**src/rtl/spi_slave_rx.sv**
```systemverilog
// spi_slave_rx: SPI mode-0 (CPOL=0, CPHA=0) slave deserialiser.
// sclk, cs_n and mosi are oversampled in the clk domain. MSB-first words are
// assembled onto dout with a one-cycle done strobe. tx_data is shifted back
// on miso, one response word per received word.
// Interface timing: done and frame_err are single-cycle strobes with no
// back-pressure. A consumer must take dout in the cycle done is high, or
// before the next done. dout holds its value between strobes.
module spi_slave_rx #(
    parameter int DATA_W      = 8,
    parameter int SYNC_STAGES = 2
) (
    input  logic              clk,
    input  logic              rst,
    input  logic              sclk,
    input  logic              cs_n,
    input  logic              mosi,
    output logic              miso,
    input  logic [DATA_W-1:0] tx_data,
    output logic [DATA_W-1:0] dout,
    output logic              done,
    output logic              frame_err,
    output logic              busy,
    output logic [1:0]        state_dbg   // 0 = WAIT_CS, 1 = IDLE, 2 = SHIFT
);

    localparam int CNT_W = $clog2(DATA_W);
    localparam int FL_W  = $clog2(SYNC_STAGES + 2);
    localparam logic [CNT_W-1:0] LAST_BIT   = CNT_W'(DATA_W - 1);
    localparam logic [FL_W-1:0]  FLUSH_DONE = FL_W'(SYNC_STAGES + 1);

    typedef enum logic [1:0] {
        WAIT_CS = 2'd0,
        IDLE    = 2'd1,
        SHIFT   = 2'd2
    } state_t;

    state_t state, state_next;

    logic [SYNC_STAGES-1:0] sclk_sync, cs_sync, mosi_sync;
    logic                   sclk_prev, cs_prev;
    logic                   sclk_s, cs_s, mosi_s;
    logic                   sclk_rise, sclk_fall, cs_fall, cs_rise;

    logic [CNT_W-1:0]  bit_cnt;
    logic [DATA_W-1:0] rx_shift, tx_shift;
    logic              skip_fall;
    logic [FL_W-1:0]   flush_cnt;

    logic start_word, rise_step, fall_step, end_frame, word_last;

    assign sclk_s    = sclk_sync[SYNC_STAGES-1];
    assign cs_s      = cs_sync[SYNC_STAGES-1];
    assign mosi_s    = mosi_sync[SYNC_STAGES-1];
    assign sclk_rise = sclk_s & ~sclk_prev;
    assign sclk_fall = ~sclk_s & sclk_prev;
    assign cs_fall   = ~cs_s & cs_prev;
    assign cs_rise   = cs_s & ~cs_prev;

    assign busy      = (state == SHIFT);
    assign state_dbg = state;
    assign word_last = rise_step && (bit_cnt == LAST_BIT);

    // Synchronise the async SPI pins and keep one previous sample for edge detection
    always_ff @(posedge clk) begin
        if (rst) begin
            sclk_sync <= '1;
            cs_sync   <= '1;
            mosi_sync <= '0;
            sclk_prev <= 1'b1;
            cs_prev   <= 1'b1;
        end else begin
            sclk_sync <= {sclk_sync[SYNC_STAGES-2:0], sclk};
            cs_sync   <= {cs_sync[SYNC_STAGES-2:0], cs_n};
            mosi_sync <= {mosi_sync[SYNC_STAGES-2:0], mosi};
            sclk_prev <= sclk_s;
            cs_prev   <= cs_s;
        end
    end

    // State register
    always_ff @(posedge clk) begin
        if (rst) state <= WAIT_CS;
        else     state <= state_next;
    end

    // Next state and per-cycle datapath commands; cs_rise outranks sclk edges
    always_comb begin
        state_next = state;
        start_word = 1'b0;
        rise_step  = 1'b0;
        fall_step  = 1'b0;
        end_frame  = 1'b0;
        case (state)
            // The synchroniser's reset value of 1 is not a real observation
            // of cs_n. Leave only after the chain and prev flop have been
            // refilled from the pin and both show cs_n high.
            WAIT_CS: if (flush_cnt == FLUSH_DONE && cs_s && cs_prev) state_next = IDLE;
            IDLE: begin
                if (cs_fall) begin
                    state_next = SHIFT;
                    start_word = 1'b1;
                end
            end
            SHIFT: begin
                if (cs_rise) begin
                    state_next = IDLE;
                    end_frame  = 1'b1;
                end else if (sclk_rise) begin
                    rise_step = 1'b1;
                end else if (sclk_fall) begin
                    fall_step = 1'b1;
                end
            end
            default: state_next = WAIT_CS;
        endcase
    end

    // Shift registers, bit counter, miso and the done/frame_err strobes
    always_ff @(posedge clk) begin
        if (rst) begin
            bit_cnt   <= '0;
            rx_shift  <= '0;
            tx_shift  <= '0;
            dout      <= '0;
            miso      <= 1'b0;
            done      <= 1'b0;
            frame_err <= 1'b0;
            skip_fall <= 1'b0;
            flush_cnt <= '0;
        end else begin
            done      <= 1'b0;
            frame_err <= 1'b0;
            if (state == WAIT_CS && flush_cnt != FLUSH_DONE)
                flush_cnt <= flush_cnt + 1'b1;
            if (start_word) begin
                bit_cnt   <= '0;
                rx_shift  <= '0;
                tx_shift  <= tx_data;
                miso      <= tx_data[DATA_W-1];
                skip_fall <= 1'b0;
            end
            if (end_frame) begin
                // A word that is not finished is dropped; dout is left alone
                bit_cnt   <= '0;
                miso      <= 1'b0;
                skip_fall <= 1'b0;
                frame_err <= (bit_cnt != '0);
            end
            if (rise_step) begin
                rx_shift <= {rx_shift[DATA_W-2:0], mosi_s};
                if (word_last) begin
                    bit_cnt   <= '0;
                    dout      <= {rx_shift[DATA_W-2:0], mosi_s};
                    done      <= 1'b1;
                    tx_shift  <= tx_data;
                    miso      <= tx_data[DATA_W-1];
                    skip_fall <= 1'b1;
                end else begin
                    bit_cnt <= bit_cnt + 1'b1;
                end
            end
            if (fall_step) begin
                // miso already holds the new word's MSB after a reload
                if (skip_fall) begin
                    skip_fall <= 1'b0;
                end else begin
                    tx_shift <= tx_shift << 1;
                    miso     <= tx_shift[DATA_W-2];
                end
            end
        end
    end

endmodule

```
**config.mk**
```make
export PLATFORM = sky130hd
export DESIGN_NAME = spi_slave_rx
export DESIGN_NICKNAME = d
export VERILOG_FILES = /design/src/rtl/spi_slave_rx.sv
export SDC_FILE = /design/constraint.sdc
export NUM_CORES = 1
export LEC_CHECK = 0
export ABC_AREA = 1
export ABC_CLOCK_PERIOD_IN_PS = 1300
export CORE_ASPECT_RATIO = 0.5
export CORE_UTILIZATION = 30
export DETAILED_ROUTE_END_ITERATION = 10
export PLACE_DENSITY = 0.49
export RECOVER_POWER = 100
export SLEW_MARGIN = 0
export SYNTH_ARGS = -nofsm -noshare
export SYNTH_HDL_FRONTEND = slang
export SYNTH_SLANG_ARGS = --single-unit
```
**constraint.sdc**
```tcl
create_clock -name clk -period 1.3 [get_ports clk]
set_clock_uncertainty 0.1 [all_clocks]
set_input_delay 0.325 -clock clk [delete_from_list [all_inputs] [get_ports clk]]
set_output_delay 0.325 -clock clk [all_outputs]
set_load 0.03 [all_outputs]
```
==> results.txt <==
The final-report hold violation count is 0. In this run the critical register-to-register path is launched from bit_cnt[1]. The core area came out at around 5500 um2.

Headroom to the max-slew limit came out at 84.4%. The fraction of layout cells with a size suffix above 1 is 36.6%. The number of placement rows came out at 19. In the layout the commonest cells are nand2_1, dfxtp_1, inv_1, buf_4, a21oi_1. The critical-path cell with the highest stage delay is dfxtp_4. The via density per instance came out at approximately 4.4.

The endpoint arrival time on the critical path came out at between 0.9 and 1 ns. The antenna diode count came out at 0. Along the worst hold path, the cell count comes to 2. The count of filler cells inserted in the layout is roughly 600. Leaving out fill and tap cells, the most frequent cell in the layout is nand2_1. The initial DRC count came out at 54.

The horizontal extent of the die came out at 109 um. The max-slew violation count is 0. The H-tree generated during clock tree synthesis spans 2 levels. The per-cell routed wire length came out at 11.1 um. The worst hold path begins at mosi_sync[0]. The core utilization of the finished layout is approximately 46%. The routed layout has 1,599 vias.

The number of global-route vias before repair came out at 1,483. The initial antenna violation count is 0. The run finished, with violations left.

Compared with the post-synthesis result, the final layout area differs by 45.6%. The total DRC errors in the routed layout is 0. After synthesis, the netlist uses 23 different library cells. The critical path goes through inv_2 > nor2_4 > buf_6 > buf_6. The register bit count reported by yosys is 41. The pre-antenna-repair detailed-routing pass consisted of 4 iterations. At the end of routability-driven placement, the weighted congestion stood at between 0.7 and 0.8. Sequential elements use ~47% of the synthesized area.

Detailed placement ended at an HPWL of between 2000 and 3000 um. The overall die height came out at approximately 56 um. The standard cell area after detailed placement came out at between 2000 and 2500 um2. The setup slack of the critical path after layout came out at -0.111 ns. The total congestion overflow is 0. TritonCTS built the clock tree. The clock passes through at most 2 buffers. The number of buffers inserted by hold repair at cts is 0.

Across the VDD grid, the largest voltage drop is around 0.00055 V. The number of cells on the worst reg-to-reg path came out at 8. The top-area cell type share of the netlist area came out at a little under half. The max-cap check violation count came out at 0. The maximum number of pins on one net before global-route repair came out at 17.

Derived from the worst setup path, the maximum achievable clock frequency is slightly above 700 MHz. Excluding fillers, the count of instances in the completed layout stands at 360. The worst-skew pair later-pin latency came out at between 0.2 and 0.3 ns. The die covers between 6000 and 7000 um2.

The net count after synthesis came out at 251. The global routing met3 resource utilization is between 4 and 5%. Across all hold checks on the routed design, the worst slack comes to just over 0.3 ns. The cell sitting at the root of the clock tree is a clkbuf_16. The combined global-route utilization of all metal layers is 14.2%. The number of setup violations in the final report is 28. The met1 demand-to-capacity share in global routing came out at between 10% and 20%. The type of the worst setup path is reg2out. The CTS buffer count came out at 5. The count of nets after finishing came out at about 300. After layout, the worst path uses 109% of the clock period. The leakage power is 1.17 nW. The worst setup path is captured at an output port.

The worst setup path startpoint is state_dbg[1]. The starting density of the core came out at approximately a third. The count of nets left with antenna violations once routing finished came out at 0. The number of port buffers came out at 26. STA classifies the critical path startpoint as a register. For met2 alone, demand over resource in global routing was around 22%. The mean area per synthesized cell is 7.40 um2. Clock-pin slew was measured on the worst setup and hold paths at about 0.06 ns. The total wire length is about 4000 um. Counting I/O delays and the setup requirement, the final critical path takes 1.41 ns.

In this design, the stage delay of the slowest critical-path cell is around 0.36 ns. Summing every instance area after synthesis gives roughly 1700 um2. The wire length of the first global-routing pass came out at around 6700 um. The worst hold path belongs to the class reg2reg. The final reports fail on setup timing. The number of clock sinks came out at between 40 and 50. STA puts the critical path data required time at 0.88 ns. The most frequent cell on the critical path is buf_6. 27 I/O pins were placed.

met2 is the most crowded layer. Setup total negative slack on the finished layout was measured at -1.54 ns. The post-synthesis cell count came out at ~230. By area the synthesized netlist is led by dfxtp_1, nand2_1, a21oi_1.

For this design the ratio of total power to cell area is 1240 nW/um2. Setup repair after global routing could not meet its margin everywhere. Summed over all instances, the cell type with the most area after synthesis is dfxtp_1. The post-placement cell count came out at ~350. After routing the design area is approximately 2500 um2. The warning count from the yosys run came out at 0. The largest fanout of any net on the critical path came out at 3. The worst-margin pin slew is roughly 0.23 ns.
[where the power goes]
group	total, mW	internal, mW	switching [mW]
sequential	1.38	1.32	0.0563
clock	1.23	0.715	0.519
combinational	0.503	0.217	0.286
total	3.12	2.26	0.862
[path summary, 6_finish.rpt]
| kind | to | slack (ns) |
|---|---|---|
| max | busy | -0.11 |
| min | mosi_sync[1] | 0.31 |
| max reg2reg | miso | -0.10 |
| min reg2reg | mosi_sync[1] | 0.31 |
[state kept, by name, summed over array words and instances, names as in the netlist, 2 cells and up]
signal	count
flush_cnt	2
mosi_sync	2
dout	8
state_dbg	2
bit_cnt	3
tx_shift	7
sclk_sync	2
cs_sync	2
rx_shift	7
[metal layers]
metal / up-vias / share of wire (%)
met4: 0 / 0.38
met1: 739 / 50
met5: - / 0
met2: 19 / 46
met3: 2 / 3.6
li1: 839 / -
[logic make-up after synthesis]
family / share of synthesized area [%]
flip-flops: 47.4
AO/OA/AOI/OAI: 8.96
buffers and inverters: 9.32
adder cells (fa/ha/maj): 2.89
AND/OR/NAND/NOR: 31.4
[cells in the mapped netlist]
cell and n:
nand2_1 87, dfxtp_1 41, a21oi_1 20, inv_1 20, nor2_1 14, inv_2 7, nand3_1 5, nand4_1 5
o21ai_0 5, ha_1 4, or2_2 4, buf_6 3, clkbuf_1 3, nand2_2 3, nand3b_1 3, nor2_2 3
a211oi_1 1, a21oi_2 1, buf_8 1, nand4_2 1, nor2_4 1, o21ai_1 1, o21ai_2 1
[worst max-delay path, delay by kind of cell (launching register included)]
| family | cells | cell delay [ns] |
|---|---|---|
| flip-flops | 1 | 0.36 |
| buffers and inverters | 3 | 0.26 |
| AND/OR/NAND/NOR | 1 | 0.08 |
[through the flow]
step           total power, mW  worst slack, ns
2_1_floorplan             1.69           -0.207
3_3_place_gp              1.83           -0.229
3_5_place_dp              1.85           -0.217
4_1_cts                   3.12           -0.119
5_1_grt                   3.28           -0.176
6_report                  3.12           -0.111
[area by class of cell]
class	instances	area, um2	share of cell area (%)
clock buffers	5	125	4.96
clock inverters	3	21.3	0.844
inverters	27	114	4.52
multi-input cells	159	895	35.5
flip-flops and latches	41	833	33.1
well taps	73	91.3	3.62
repair buffers	52	442	17.5
[timing repair]
item	4_1_cts	5_1_grt
resized for setup	26	32
gates cloned	0	0
pin swaps	4	12
setup buffers	3	1
hold endpoints to repair	0	0
endpoints found under the setup margin	31	32
Power figures use the tool's default switching activity.
